===== src/rtl/ram32x4_arbiter.sv =====
// Round-robin arbiter sharing one 32x4 single-port RAM between two requesters,
// with a full-memory clear sweep that takes priority over pending accesses.
module ram32x4_arbiter (
  input  logic       clock,
  input  logic       reset,
  input  logic       req_a,
  input  logic       req_b,
  input  logic       we_a,
  input  logic       we_b,
  input  logic [4:0] addr_a,
  input  logic [4:0] addr_b,
  input  logic [3:0] wdata_a,
  input  logic [3:0] wdata_b,
  output logic       done_a,
  output logic       done_b,
  output logic [3:0] rdata_a,
  output logic [3:0] rdata_b,
  input  logic       clear_req,
  output logic       busy,
  output logic       clear_done,
  output logic [4:0] mem_addr,
  output logic [3:0] mem_data,
  output logic       mem_wren,
  input  logic [3:0] mem_q
);

  localparam int unsigned AW        = 5;
  localparam int unsigned DW        = 4;
  localparam int unsigned LAST_ADDR = 31;

  typedef enum logic [2:0] {IDLE, ACCESS, WAIT, DONE, CLEAR} state_t;

  typedef struct packed {
    logic          we;
    logic [AW-1:0] addr;
    logic [DW-1:0] wdata;
  } req_t;

  state_t        state, next_state;
  logic          last_b;      // 1 = B holds the current/most recent grant
  logic          cap_we;
  logic          clear_pend;
  logic [AW-1:0] cnt;
  logic          sel_b;
  req_t          sel;

  logic          busy_n, done_a_n, done_b_n, clear_done_n, mem_wren_n;
  logic [AW-1:0] mem_addr_n;
  logic [DW-1:0] mem_data_n;

  // Round-robin pick: on a tie the side not granted last wins
  always_comb begin
    sel_b = req_b & (~req_a | ~last_b);
    sel   = sel_b ? {we_b, addr_b, wdata_b} : {we_a, addr_a, wdata_a};
  end

  always_ff @(posedge clock or posedge reset) begin
    if (reset) state <= IDLE;
    else       state <= next_state;
  end

  always_comb begin
    next_state = state;
    case (state)
      IDLE: begin
        if (clear_req || clear_pend) next_state = CLEAR;
        else if (req_a || req_b)     next_state = ACCESS;
      end
      ACCESS:  next_state = WAIT;
      WAIT:    next_state = DONE;
      DONE:    next_state = IDLE;
      CLEAR:   if (cnt == AW'(LAST_ADDR)) next_state = IDLE;
      default: next_state = IDLE;
    endcase
  end

  // Next values of the registered outputs, decoded from the upcoming state
  always_comb begin
    busy_n       = 1'b0;
    done_a_n     = 1'b0;
    done_b_n     = 1'b0;
    clear_done_n = 1'b0;
    mem_wren_n   = 1'b0;
    mem_addr_n   = '0;
    mem_data_n   = '0;
    busy_n = (next_state != IDLE);
    case (next_state)
      ACCESS: begin
        mem_addr_n = sel.addr;
        mem_data_n = sel.wdata;
        mem_wren_n = sel.we;
      end
      CLEAR: begin
        mem_addr_n = (state == CLEAR) ? cnt + AW'(1) : '0;
        mem_wren_n = 1'b1;
      end
      DONE: begin
        done_a_n = ~last_b;
        done_b_n = last_b;
      end
      IDLE:    clear_done_n = (state == CLEAR);
      default: ;
    endcase
  end

  always_ff @(posedge clock or posedge reset) begin
    if (reset) begin
      last_b     <= 1'b1;
      cap_we     <= 1'b0;
      clear_pend <= 1'b0;
      cnt        <= '0;
      rdata_a    <= '0;
      rdata_b    <= '0;
      busy       <= 1'b0;
      done_a     <= 1'b0;
      done_b     <= 1'b0;
      clear_done <= 1'b0;
      mem_wren   <= 1'b0;
      mem_addr   <= '0;
      mem_data   <= '0;
    end else begin
      busy       <= busy_n;
      done_a     <= done_a_n;
      done_b     <= done_b_n;
      clear_done <= clear_done_n;
      mem_wren   <= mem_wren_n;
      mem_addr   <= mem_addr_n;
      mem_data   <= mem_data_n;

      if (state == IDLE && next_state == ACCESS) begin
        cap_we <= sel.we;
        last_b <= sel_b;
      end

      // Clears requested while busy collapse into a single pending sweep
      if (state == IDLE && next_state == CLEAR) begin
        clear_pend <= 1'b0;
        cnt        <= '0;
      end else if (state != IDLE && clear_req) begin
        clear_pend <= 1'b1;
      end

      if (state == CLEAR) cnt <= cnt + AW'(1);

      if (state == WAIT && !cap_we) begin
        if (last_b) rdata_b <= mem_q;
        else        rdata_a <= mem_q;
      end
    end
  end

endmodule


===== config.mk =====
export PLATFORM = sky130hd
export DESIGN_NAME = ram32x4_arbiter
export DESIGN_NICKNAME = d
export VERILOG_FILES = /design/src/rtl/ram32x4_arbiter.sv
export SDC_FILE = /design/constraint.sdc
export NUM_CORES = 1
export LEC_CHECK = 0
export BUFFER_PORTS_ARGS = -buffer_cell sky130_fd_sc_hd__buf_4
export CAP_MARGIN = 0
export CORE_AREA = 2 2 66 68
export DETAILED_ROUTE_END_ITERATION = 10
export DIE_AREA = 0 0 68 70
export GPL_TIMING_DRIVEN = 0
export HOLD_SLACK_MARGIN = 0.05
export PLACE_DENSITY = 0.6
export SLEW_MARGIN = 10
export SYNTH_ARGS = -nofsm -noshare
export SYNTH_HDL_FRONTEND = slang
export SYNTH_SLANG_ARGS = --single-unit

===== constraint.sdc =====
create_clock -name clock -period 2.1 [get_ports clock]
set_clock_uncertainty 0.1 [all_clocks]
set_input_delay 0.315 -clock clock [delete_from_list [all_inputs] [get_ports clock]]
set_output_delay 0.315 -clock clock [all_outputs]
set_load 0.02 [all_outputs]

### Word level (Yosys, flattened, before mapping)

Index checks and enable logic that the tools add are counted.

* word-level logic and storage cells: 57
* register bits after elaboration: 33
* input port bits: 29

* bitwise gates (word level): 4
* equality and inequality tests: 7
* multiplexer cells: 16
* add/subtract/negate cells: 1
* reductions and logical operators: 15

Operators by type and width (number)
* $mux W5: 3
* $pmux W3 S4: 1
* $mux W10: 1
* $pmux W5 S2: 1
* $mux W3: 3
* $eq A3 B1 Y1 const B: 2
* $eq A3 B2 Y1 const B: 2
* $eq A3 B3 Y1 const B: 2
* $logic_not A3 Y1: 2
* $reduce_bool A3 Y1: 2
* $add A5 B1 Y5 const B: 1
* $eq A5 B5 Y1 const B: 1
* $mux W1: 5
* $logic_and A1 B1 Y1: 4
* $mux W4: 1
* $reduce_and A2 Y1: 2
* $reduce_bool A2 Y1: 2
* $logic_or A1 B1 Y1: 2
* $not A1 Y1: 2
* $pmux W1 S2: 1
* $and A1 B1 Y1: 1
* $logic_not A1 Y1: 1
* $or A1 B1 Y1: 1

### Depth between registers and ports, before layout

Gate-level depths: netlist (run 1).

* word-level depth: 8
* depth in mapped cells: 6
* mapped depth without buffers: 6

### Worst setup path after synthesis (run 1)

OpenSTA, ideal clock, no wires.

* path type: register -> register
* start point: reg state[2]
* end point: reg rdata_b[0]
* data arrival time: 1451 ps
* path slack: 425 ps
* path buffers: 0
* library setup time: 125 ps
* cell stages (with the launch flop): 4
* cells stage by stage: dfrtp_1 > or3b_4 > nor3b_4 > mux2_2

* longest elaborated chain between the ends: 3

RTL lines
* start, declared: line 39 `state_t state, next_state;`
* start signal, assigned: line 59 `else state <= next_state;`
* $eq A3 B2 Y1: line 145 `if (state == WAIT && !cap_we) begin`
* $logic_and A1 B1 Y1: line 145
* $reduce_and A2 Y1 (no source line)
* end signal, assigned: line 146 `if (last_b) rdata_b <= mem_q;`
* end, declared: line 17 `output logic [3:0] rdata_b,`

Every way passes these cells.
A chain may end at the register's enable or synchronous reset.

### Worst setup path after layout (run 1)

* start point: reg cnt[0]
* end point: reg mem_addr[4]

* longest elaborated chain between the ends: 5
* elaborated cells on any way between the ends: 8

RTL lines
* start, declared: line 43 `logic [AW-1:0] cnt;`
* start signal, assigned: line 143 `if (state == CLEAR) cnt <= cnt + AW'(1);`
* $eq A5 B5 Y1: line 72 `CLEAR: if (cnt == AW'(LAST_ADDR)) next_state = IDLE;`
* $mux W3: line 72
* $pmux W3 S4: line 64 `case (state)`
* $eq A3 B3 Y1 / $eq A3 B1 Y1 (equally long branches): line 87 `case (next_state)`
* $pmux W5 S2 (*): line 87
* net mem_addr_n[4]: line 48 `logic [AW-1:0] mem_addr_n;`
* end signal, assigned: line 127 `mem_addr <= mem_addr_n;`
* end, declared: line 21 `output logic [4:0] mem_addr,`

The timed path passes the listed nets; every way through them passes the cells marked *.

==> results of run 1 <==
registers in the layout (all words and copies together) (netlist names):
| signal | flops |
|---|---|
| cnt | 5 |
| mem_addr | 5 |
| mem_data | 4 |
| rdata_a | 4 |
| rdata_b | 4 |
| state | 3 |
| busy | 1 |
| cap_we | 1 |
| clear_done | 1 |
| clear_pend | 1 |
| done_a | 1 |
| done_b | 1 |
| last_b | 1 |
| mem_wren | 1 |
power breakdown:
| part | total (mW) | internal (mW) | switching [mW] | leakage (nW) |
|---|---|---|---|---|
| sequential | 0.841 | 0.760 | 0.0816 | 0.415 |
| clock | 0.517 | 0.296 | 0.221 | 0.0542 |
| combinational | 0.534 | 0.280 | 0.254 | 0.518 |
| total | 1.89 | 1.34 | 0.556 | 0.987 |
worst min-delay path by stage:
stage	cells after the start	endpoint	slack (ns)	start
after floorplan	1	busy	0.34	reset
after detailed placement	2	mem_addr[2]	0.37	reset
after global placement	1	rdata_b[1]	0.39	rdata_b[1]
after CTS	2	done_b	0.06	reset
final	2	mem_addr[2]	0.03	reset
after global routing	2	cap_we	0.09	reset
final cells by class:
| cell class | count | area [µm²] | share of cell area |
|---|---|---|---|
| clock buffers | 7 | 96.3 | 0.0490 |
| inverters | 4 | 15.0 | 0.00764 |
| flip-flops and latches | 33 | 827 | 0.421 |
| multi-input cells | 70 | 567 | 0.289 |
| repair buffers | 50 | 375 | 0.191 |
| well taps | 52 | 65.1 | 0.0331 |
| plain buffers | 3 | 13.8 | 0.00701 |
| clock inverters | 1 | 5.00 | 0.00255 |
metrics by stage:
stage,cell area (µm²),cells,util
2_1_floorplan,1420,110,-
3_3_place_gp,1860,212,0.450
3_5_place_dp,1860,212,0.450
4_1_cts,1960,220,0.474
5_1_grt,1960,220,0.474
6_report,1960,220,0.474
kinds of logic after synthesis:
kind of cell / share of synthesized area
AND/OR/NAND/NOR: 0.130
adder cells (fa/ha/maj): 0.0176
XOR/XNOR: 0.0185
flip-flops: 0.581
buffers and inverters: 0.0202
AO/OA/AOI/OAI: 0.0827
multiplexers: 0.150
cells in the mapped netlist, drive strengths merged (3+ instances only):
library cell,instances,share of area
dfrtp,32,0.56
mux2,10,0.079
mux2i,10,0.070
nor2,10,0.026
o32ai,5,0.031
inv,4,0.011
nand3,4,0.014
and3,3,0.014
routing by layer:
layer	share of wire	global-route usage
met5	0	0
met3	0.10	0.0548
met1	0.43	0.164
met4	0.021	0.0733
met2	0.44	0.216
layout by cell type, fill, tap and decap left out:
| cell type | n |
|---|---|
| a21boi_0 | 1 |
| nand3b_1 | 1 |
| and2_1 | 2 |
| nor3b_4 | 1 |
| nor3_1 | 1 |
| o2bb2ai_1 | 1 |
| nor2_1 | 10 |
| clkbuf_1 | 1 |
| nand2_1 | 2 |
| xor2_1 | 1 |
| or2_2 | 1 |
| o32ai_1 | 5 |
| nand3_1 | 4 |
| xnor2_1 | 2 |
| o21a_1 | 1 |
| a22o_1 | 2 |
| clkbuf_8 | 7 |
| nor3b_1 | 1 |
| dfrtp_1 | 32 |
| or3_1 | 1 |
| mux2i_1 | 10 |
| inv_2 | 1 |
| dfstp_2 | 1 |
| buf_4 | 50 |
| nor3_4 | 1 |
| clkinv_2 | 1 |
| o21ai_0 | 1 |
| buf_2 | 2 |
| inv_1 | 3 |
| a21o_1 | 1 |
| and3_1 | 2 |
| mux2_2 | 10 |
| or3b_2 | 1 |
| and3_2 | 1 |
| or3b_4 | 1 |
| o211ai_1 | 1 |
| a31oi_1 | 2 |
| ha_1 | 2 |
==> key figures, run 1 <==
Outcome
  – Status: finished clean

Setup path
  – Worst reg2reg path depth: 6
  – R2R setup slack: 0.23 ns
  – Crit path cell chain: ha_1, and3_1, ha_1, nand2_1, nand3_1, o32ai_1
  – Worst Path Buf+Inv: 0
  – Crit Reg-Reg Endpoint: mem_addr[4]
  – Worst setup EP type: register
  – Largest fanout on the critical path: 6
  – CP max stage delay: 0.41 ns
  – Worst Setup EP: mem_addr[4]
  – Critical Path Source Type: register
  – Critical path class: register to register
  – Critical path arrival: 1.95 ns
  – Most used cell along the critical path: ha_1
  – Cell count along the critical path: 6
  – Worst R2R Start: cnt[0]
  – Critical Path RT: 2.18 ns
  – Family with the most delay on the worst path: adder cells
  – Slowest CP cell: dfrtp_1
  – CP startpoint: cnt[0]

Place
  – IO buf count: 50
  – Pre-CTS setup slack: 0.221 ns
  – Placer congestion estimate: 0.754
  – DP HPWL: 2240 µm

Power and ir drop
  – Leak: 0.987 nW
  – Max VDD drop: 0.000481 V
  – Power Dens Cells: 963 mW/mm²
  – Power after layout: 1.89 mW

Drt
  – Drt initial violations: 36
  – Total number of vias: 1064
  – Total wire length: 2950 µm
  – Routed Antenna Nets: 0
  – Drc violations: 0
  – Pre-antenna DRT Iters: 4
  – WL per Instance: 13.4 µm
  – Via density per instance: 4.84

Timing
  – Final setup margin: 0.231 ns
  – FMAX: 535 MHz
  – Slew headroom: 0.554
  – Fin crit period: 1.87 ns
  – Final Hold Viols: 0
  – Final period util: 0.890
  – Final setup viols: 0
  – Final setup TNS: 0 ns
  – RSZ-0062 raised after global routing: no
  – Max Slew Vio Count: 0
  – Worst-Margin Slew: 0.667 ns
  – Hold WS: 0.0320 ns

Synthesis
  – Top_reg_cell synth: dfrtp_1
  – Register area share after synthesis: 0.581
  – Cell Area, Synth: 0.00142 mm²
  – Mean post-synth cell area: 12.9 µm²
  – Post-synth EDFFs: 0
  – Syn Inst Count: 110
  – Netlist cell types: 34
  – Synth Register Bits: 33
  – Syn nets: 141
  – Synth warn: 0
  – Ys async rst share: 1.00

Clocking
  – Postcts setup bufs: 0
  – Clock-pin transition on the worst setup and hold timing paths: 0.06 ns
  – Clock latency on the worst-skew pair: 0.28 ns
  – Clock net sink count: 33
  – CTS tree: built
  – Worst-case clock buffer depth: 2
  – CTS Hold Bufs: 0
  – Gates resized, CTS repair: 0
  – CTS buffer count: 5
  – H-tree Lvls: 2
  – CTS root buffer: clkbuf_8

Floorplanning
  – Die area: 0.00476 mm²
  – FP Rows: 24
  – Core Region: 0.00414 mm²
  – Die height: 70 µm
  – Initial Util: 0.343
  – IO Count: 51
  – Die Wd: 68 µm

Global routing
  – Global-route wire length before repair: 4860 µm
  – Pin count of the biggest net entering global routing: 34
  – Antenna violations before repair: 0
  – Remaining Overflow, GRT: 0
  – All-layer global routing usage: 0.140
  – Number of global-route vias before repair: 1098

Run
  – Maxcap violations: 0

Final layout
  – N_diodes: 0
  – Share of cells above drive strength 1: 0.464
  – Nets: 198
  – Area delta synth->final: 38.1%
  – FILL cells: 396

Min path
  – Hold WC Path Type: input pin to asynchronous set/reset pin
Power figures use the tool's default switching activity.
==> run 2: changes to the inputs <==
==> constraint.sdc (replaced) <==
create_clock -name clock -period 1.9 [get_ports clock]
set_clock_uncertainty 0.1 [all_clocks]
set_input_delay 0.285 -clock clock [delete_from_list [all_inputs] [get_ports clock]]
set_output_delay 0.285 -clock clock [all_outputs]
set_load 0.02 [all_outputs]
==> run 2 against run 1 <==
Utilization rose by 0.48 points. Sequential share of layout area is 0.42 points lower. Power grew 11%. Critical path depth shrank 3. Sequential power rose by 11%.
==> key figures, run 2 (synthesis gave the netlist of run 1 again) <==
Outcome
  – Status: finished clean

Drt
  – WL per Instance: 13.4 µm
  – Routed Antenna Nets: 0
  – Pre-antenna DRT Iters: 4
  – Drt initial violations: 32
  – Via density per instance: 4.84
  – Total number of vias: 1070
  – Drc violations: 0
  – Total wire length: 2960 µm

Floorplanning
  – Die area: 0.00476 mm²
  – Die height: 70 µm
  – Core Region: 0.00414 mm²
  – IO Count: 51
  – FP Rows: 24
  – Initial Util: 0.343
  – Die Wd: 68 µm

Global routing
  – Antenna violations before repair: 0
  – Pin count of the biggest net entering global routing: 34
  – Global-route wire length before repair: 4860 µm
  – Number of global-route vias before repair: 1100
  – Remaining Overflow, GRT: 0
  – All-layer global routing usage: 0.140

Power and ir drop
  – Max VDD drop: 0.000531 V
  – Leak: 1.00 nW
  – Power Dens Cells: 1060 mW/mm²

Final layout
  – Area delta synth->final: 39.5%
  – Leading cell types in the layout, fill and taps excluded: buf_4, dfrtp_1, mux2_2, nor2_1, mux2i_1
  – Most common cell after layout, fill and taps aside: buf_4
  – Nets: 199
  – Share of cells above drive strength 1: 0.473
  – N_diodes: 0
  – Biggest regs: cnt x5, mem_addr x5
  – FILL cells: 396

Setup path
  – Family with the most delay on the worst path: simple AND/OR/NAND/NOR gates
  – Critical path arrival: 1.88 ns
  – Largest fanout on the critical path: 9
  – Critical Path Source Type: register
  – Worst R2R Start: state[2]
  – R2R setup slack: 0.09 ns
  – Critical Path RT: 1.97 ns
  – Crit path cell chain: or3b_4, nor3b_4, mux2_2
  – Worst Path Buf+Inv: 0
  – Critical path class: register to register
  – Worst reg2reg path depth: 3
  – CP max stage delay: 0.47 ns
  – Slowest CP cell: dfrtp_1
  – Crit Reg-Reg Endpoint: rdata_b[1]
  – Worst setup EP type: register

Timing
  – Fin crit period: 1.81 ns
  – Worst-Margin Slew: 0.666 ns
  – Final period util: 0.953
  – Final setup viols: 0
  – Max Slew Vio Count: 0
  – FMAX: 552 MHz
  – Slew headroom: 0.555
  – Final Hold Viols: 0
  – Final setup margin: 0.0897 ns
  – Final setup TNS: 0 ns

Place
  – Pre-CTS setup slack: 0.0212 ns
  – IO buf count: 50
  – DP HPWL: 2240 µm
  – Placer congestion estimate: 0.754

Clocking
  – Clock-pin transition on the worst setup and hold timing paths: 0.07 ns
  – H-tree Lvls: 2
  – CTS buffer count: 5
  – CTS root buffer: clkbuf_8
  – CTS tree: built
  – Clock net sink count: 33
  – Worst-case clock buffer depth: 2
  – Clock latency on the worst-skew pair: 0.28 ns

Min path
  – Hold depth: 2
  – Hold Path End: rdata_b[3]
  – Worst Min Path Start: mem_q[3]
  – Hold WC Path Type: input pin to register

Run
  – Maxcap violations: 0
-- run 2: how the worst max path moves through the flow --
stage | startpoint | end | slack [ns] | cells after the start
floorplan | state[2] | rdata_b[0] | 0.22 | 3
finish | state[2] | rdata_b[1] | 0.09 | 3
CTS | cnt[0] | mem_addr[4] | 0.02 | 6
global route | cnt[0] | mem_addr[3] | -0.02 | 6
global placement | cnt[0] | mem_addr[3] | 0.03 | 6
detailed placement | cnt[0] | mem_addr[3] | 0.02 | 6
-- run 2: timing repair --
item                       4_1_cts  5_1_grt
setup buffers                    0        0
hold buffers                     1        0
resized for setup                0        2
setup endpoints to repair        0        5
hold endpoints to repair        32        0
-- run 2: power by group --
group	switching (mW)	internal, mW	total, mW
Sequential	0.0903	0.840	0.930
Clock	0.244	0.327	0.571
Combinational	0.281	0.312	0.593
-- run 2: area by class of cell --
type / count / area [µm²] / share of cell area
Clock buffer: 7 / 96.3 / 0.0485
Tap cell: 52 / 65.1 / 0.0328
Buffer: 3 / 13.8 / 0.00694
Multi-Input combinational cell: 70 / 577 / 0.291
Timing Repair Buffer: 51 / 385 / 0.194
Sequential cell: 33 / 827 / 0.417
Inverter: 4 / 15.0 / 0.00757
Clock inverter: 1 / 5.00 / 0.00252
-- run 2: metrics by stage --
step / utilization / hold slack, ns / power, mW / instances / instance area (µm²)
4_1_cts: 0.476 / 0.128 / 2.12 / 221 / 1970
5_1_grt: 0.479 / 0.123 / 2.24 / 221 / 1980
6_report: 0.479 / 0.138 / 2.09 / 221 / 1980
3_3_place_gp: 0.450 / 0.391 / 1.53 / 212 / 1860
3_5_place_dp: 0.450 / 0.342 / 1.54 / 212 / 1860
2_1_floorplan: - / 0.313 / 1.31 / 110 / 1420
-- run 2: metal layers --
layer  track usage  wire length, µm  vias up
li1              -                -      507
met1         0.164             1270      511
met2         0.216             1320       47
met3        0.0548              297        5
met4        0.0733               62        0
met5             0                0        -
==> run 3: changes to the inputs <==
--- a/config.mk
+++ b/config.mk
@@ -11,9 +11,8 @@
 export DETAILED_ROUTE_END_ITERATION = 10
 export DIE_AREA = 0 0 68 70
 export GPL_TIMING_DRIVEN = 0
-export HOLD_SLACK_MARGIN = 0.05
-export PLACE_DENSITY = 0.6
-export SLEW_MARGIN = 10
+export PLACE_DENSITY_LB_ADDON = 0.1
+export SLEW_MARGIN = 30
 export SYNTH_ARGS = -nofsm -noshare
 export SYNTH_HDL_FRONTEND = slang
 export SYNTH_SLANG_ARGS = --single-unit
==> run 3 against run 2 <==
Worst setup slack worse by 0.0076 ns. Sequential cell count stayed put. Non-clock buffer count down 1. Combinational power up 7.1%. Clock-buffer cell count rose by 1. Cell count decreased by 0.45%. Largest cell class unchanged. Sequential share of layout area hardly changed. Fmax down 0.42%. Worst hold slack got worse by 0.12 ns. Register-to-register slack hardly changed.
==> key figures, run 3 (synthesis gave the netlist of run 1 again) <==
Timing
  – FMAX: 550 MHz
  – Final Hold Viols: 0
  – RSZ-0062 raised after global routing: no
  – Max Slew Vio Count: 0
  – Final setup margin: 0.0821 ns
  – Hold WS: 0.0212 ns
  – Final setup viols: 0
  – Final setup TNS: 0 ns
  – Slew headroom: 0.538
  – Fin crit period: 1.82 ns
  – Worst-Margin Slew: 0.692 ns
  – Final period util: 0.957

Final layout
  – Biggest regs: cnt x5, mem_addr x5
  – Most common cell after layout, fill and taps aside: buf_4
  – Fin cells: 220
  – N_diodes: 0
  – Final instance area: 0.00198 mm²
  – Layout Utilization: 0.479
  – Share of cells above drive strength 1: 0.476
  – Area delta synth->final: 39.4%
  – Nets: 198
  – Leading cell types in the layout, fill and taps excluded: buf_4, dfrtp_1, mux2_2, nor2_1, mux2i_1

Global routing
  – Remaining Overflow, GRT: 0
  – Pin count of the biggest net entering global routing: 34
  – Antenna violations before repair: 0
  – Number of global-route vias before repair: 1126
  – All-layer global routing usage: 0.149
  – Global-route wire length before repair: 5150 µm

Clocking
  – CTS buffer count: 5
  – CTS Hold Bufs: 0
  – Gates resized, CTS repair: 2
  – Clock-pin transition on the worst setup and hold timing paths: 0.07 ns
  – H-tree Lvls: 2
  – Worst-case clock buffer depth: 2
  – CTS root buffer: clkbuf_8
  – CTS tree: built
  – Clock latency on the worst-skew pair: 0.28 ns
  – Postcts setup bufs: 0
  – Clock net sink count: 33

Place
  – DP HPWL: 2260 µm
  – Placed Area: 0.00186 mm²
  – Placed cell count: 212
  – IO buf count: 50
  – Placer congestion estimate: 0.782
  – Pre-CTS setup slack: -0.0515 ns

Setup path
  – Worst R2R Start: state[2]
  – R2R setup slack: 0.08 ns
  – Critical path arrival: 1.88 ns
  – Critical Path Source Type: register
  – Critical Path RT: 1.96 ns
  – Critical path class: register to register
  – Worst setup EP type: register
  – Crit Reg-Reg Endpoint: rdata_b[1]
  – Worst reg2reg path depth: 3
  – Largest fanout on the critical path: 9

Drt
  – Routed Antenna Nets: 0
  – Drt initial violations: 39
  – Pre-antenna DRT Iters: 4
  – WL per Instance: 14.2 µm
  – Total number of vias: 1055
  – Drc violations: 0
  – Total wire length: 3120 µm
  – Via density per instance: 4.80

Floorplanning
  – Core Region: 0.00414 mm²
  – IO Count: 51
  – Die height: 70 µm
  – Die Wd: 68 µm
  – Initial Util: 0.343
  – Die area: 0.00476 mm²
  – FP Rows: 24

Run
  – Maxcap violations: 0

Power and ir drop
  – Max VDD drop: 0.000658 V
  – Leak: 0.991 nW
  – Power after layout: 2.10 mW
  – Power Dens Cells: 1060 mW/mm²

Min path
  – Hold WC Path Type: input pin to asynchronous set/reset pin

Outcome
  – Status: finished clean
==> run 3: worst max-delay path by stage <==
stage	from	end	cells after the start
2_1_floorplan	state[2]	rdata_b[0]	3
3_3_place_gp	cnt[0]	mem_addr[1]	6
3_5_place_dp	cnt[0]	mem_addr[3]	6
4_1_cts	cnt[0]	mem_addr[3]	6
5_1_grt	state[2]	rdata_b[1]	3
6_report	state[2]	rdata_b[1]	3
==> run 3: worst max-delay path, cell delays in order, from the launching register on <==
cell and delay, ns:
dfrtp_1 0.46, or3b_4 0.47, nor3b_4 0.30, mux2_2 0.37
==> run 3: report_power, final <==
part	total (mW)	internal (mW)	switching, mW
Sequential	0.932	0.840	0.0927
Clock	0.530	0.295	0.235
Combinational	0.635	0.340	0.296
==> run 3: layer usage <==
| metal | vias to the layer above | routed length [µm] | global-route usage |
|---|---|---|---|
| met4 | 0 | 48 | 0.0467 |
| met2 | 32 | 1680 | 0.257 |
| met5 | - | 0 | 0 |
| met1 | 511 | 1200 | 0.165 |
| met3 | 6 | 195 | 0.0548 |
| li1 | 506 | - | - |
==> run 3: area by class of cell <==
type / instances / area, µm²
well taps: 52 / 65.1
plain buffers: 3 / 13.8
fillers: 399 / 2160
inverters: 4 / 15.0
flip-flops and latches: 33 / 827
repair buffers: 50 / 375
multi-input cells: 70 / 597
clock buffers: 8 / 90.1
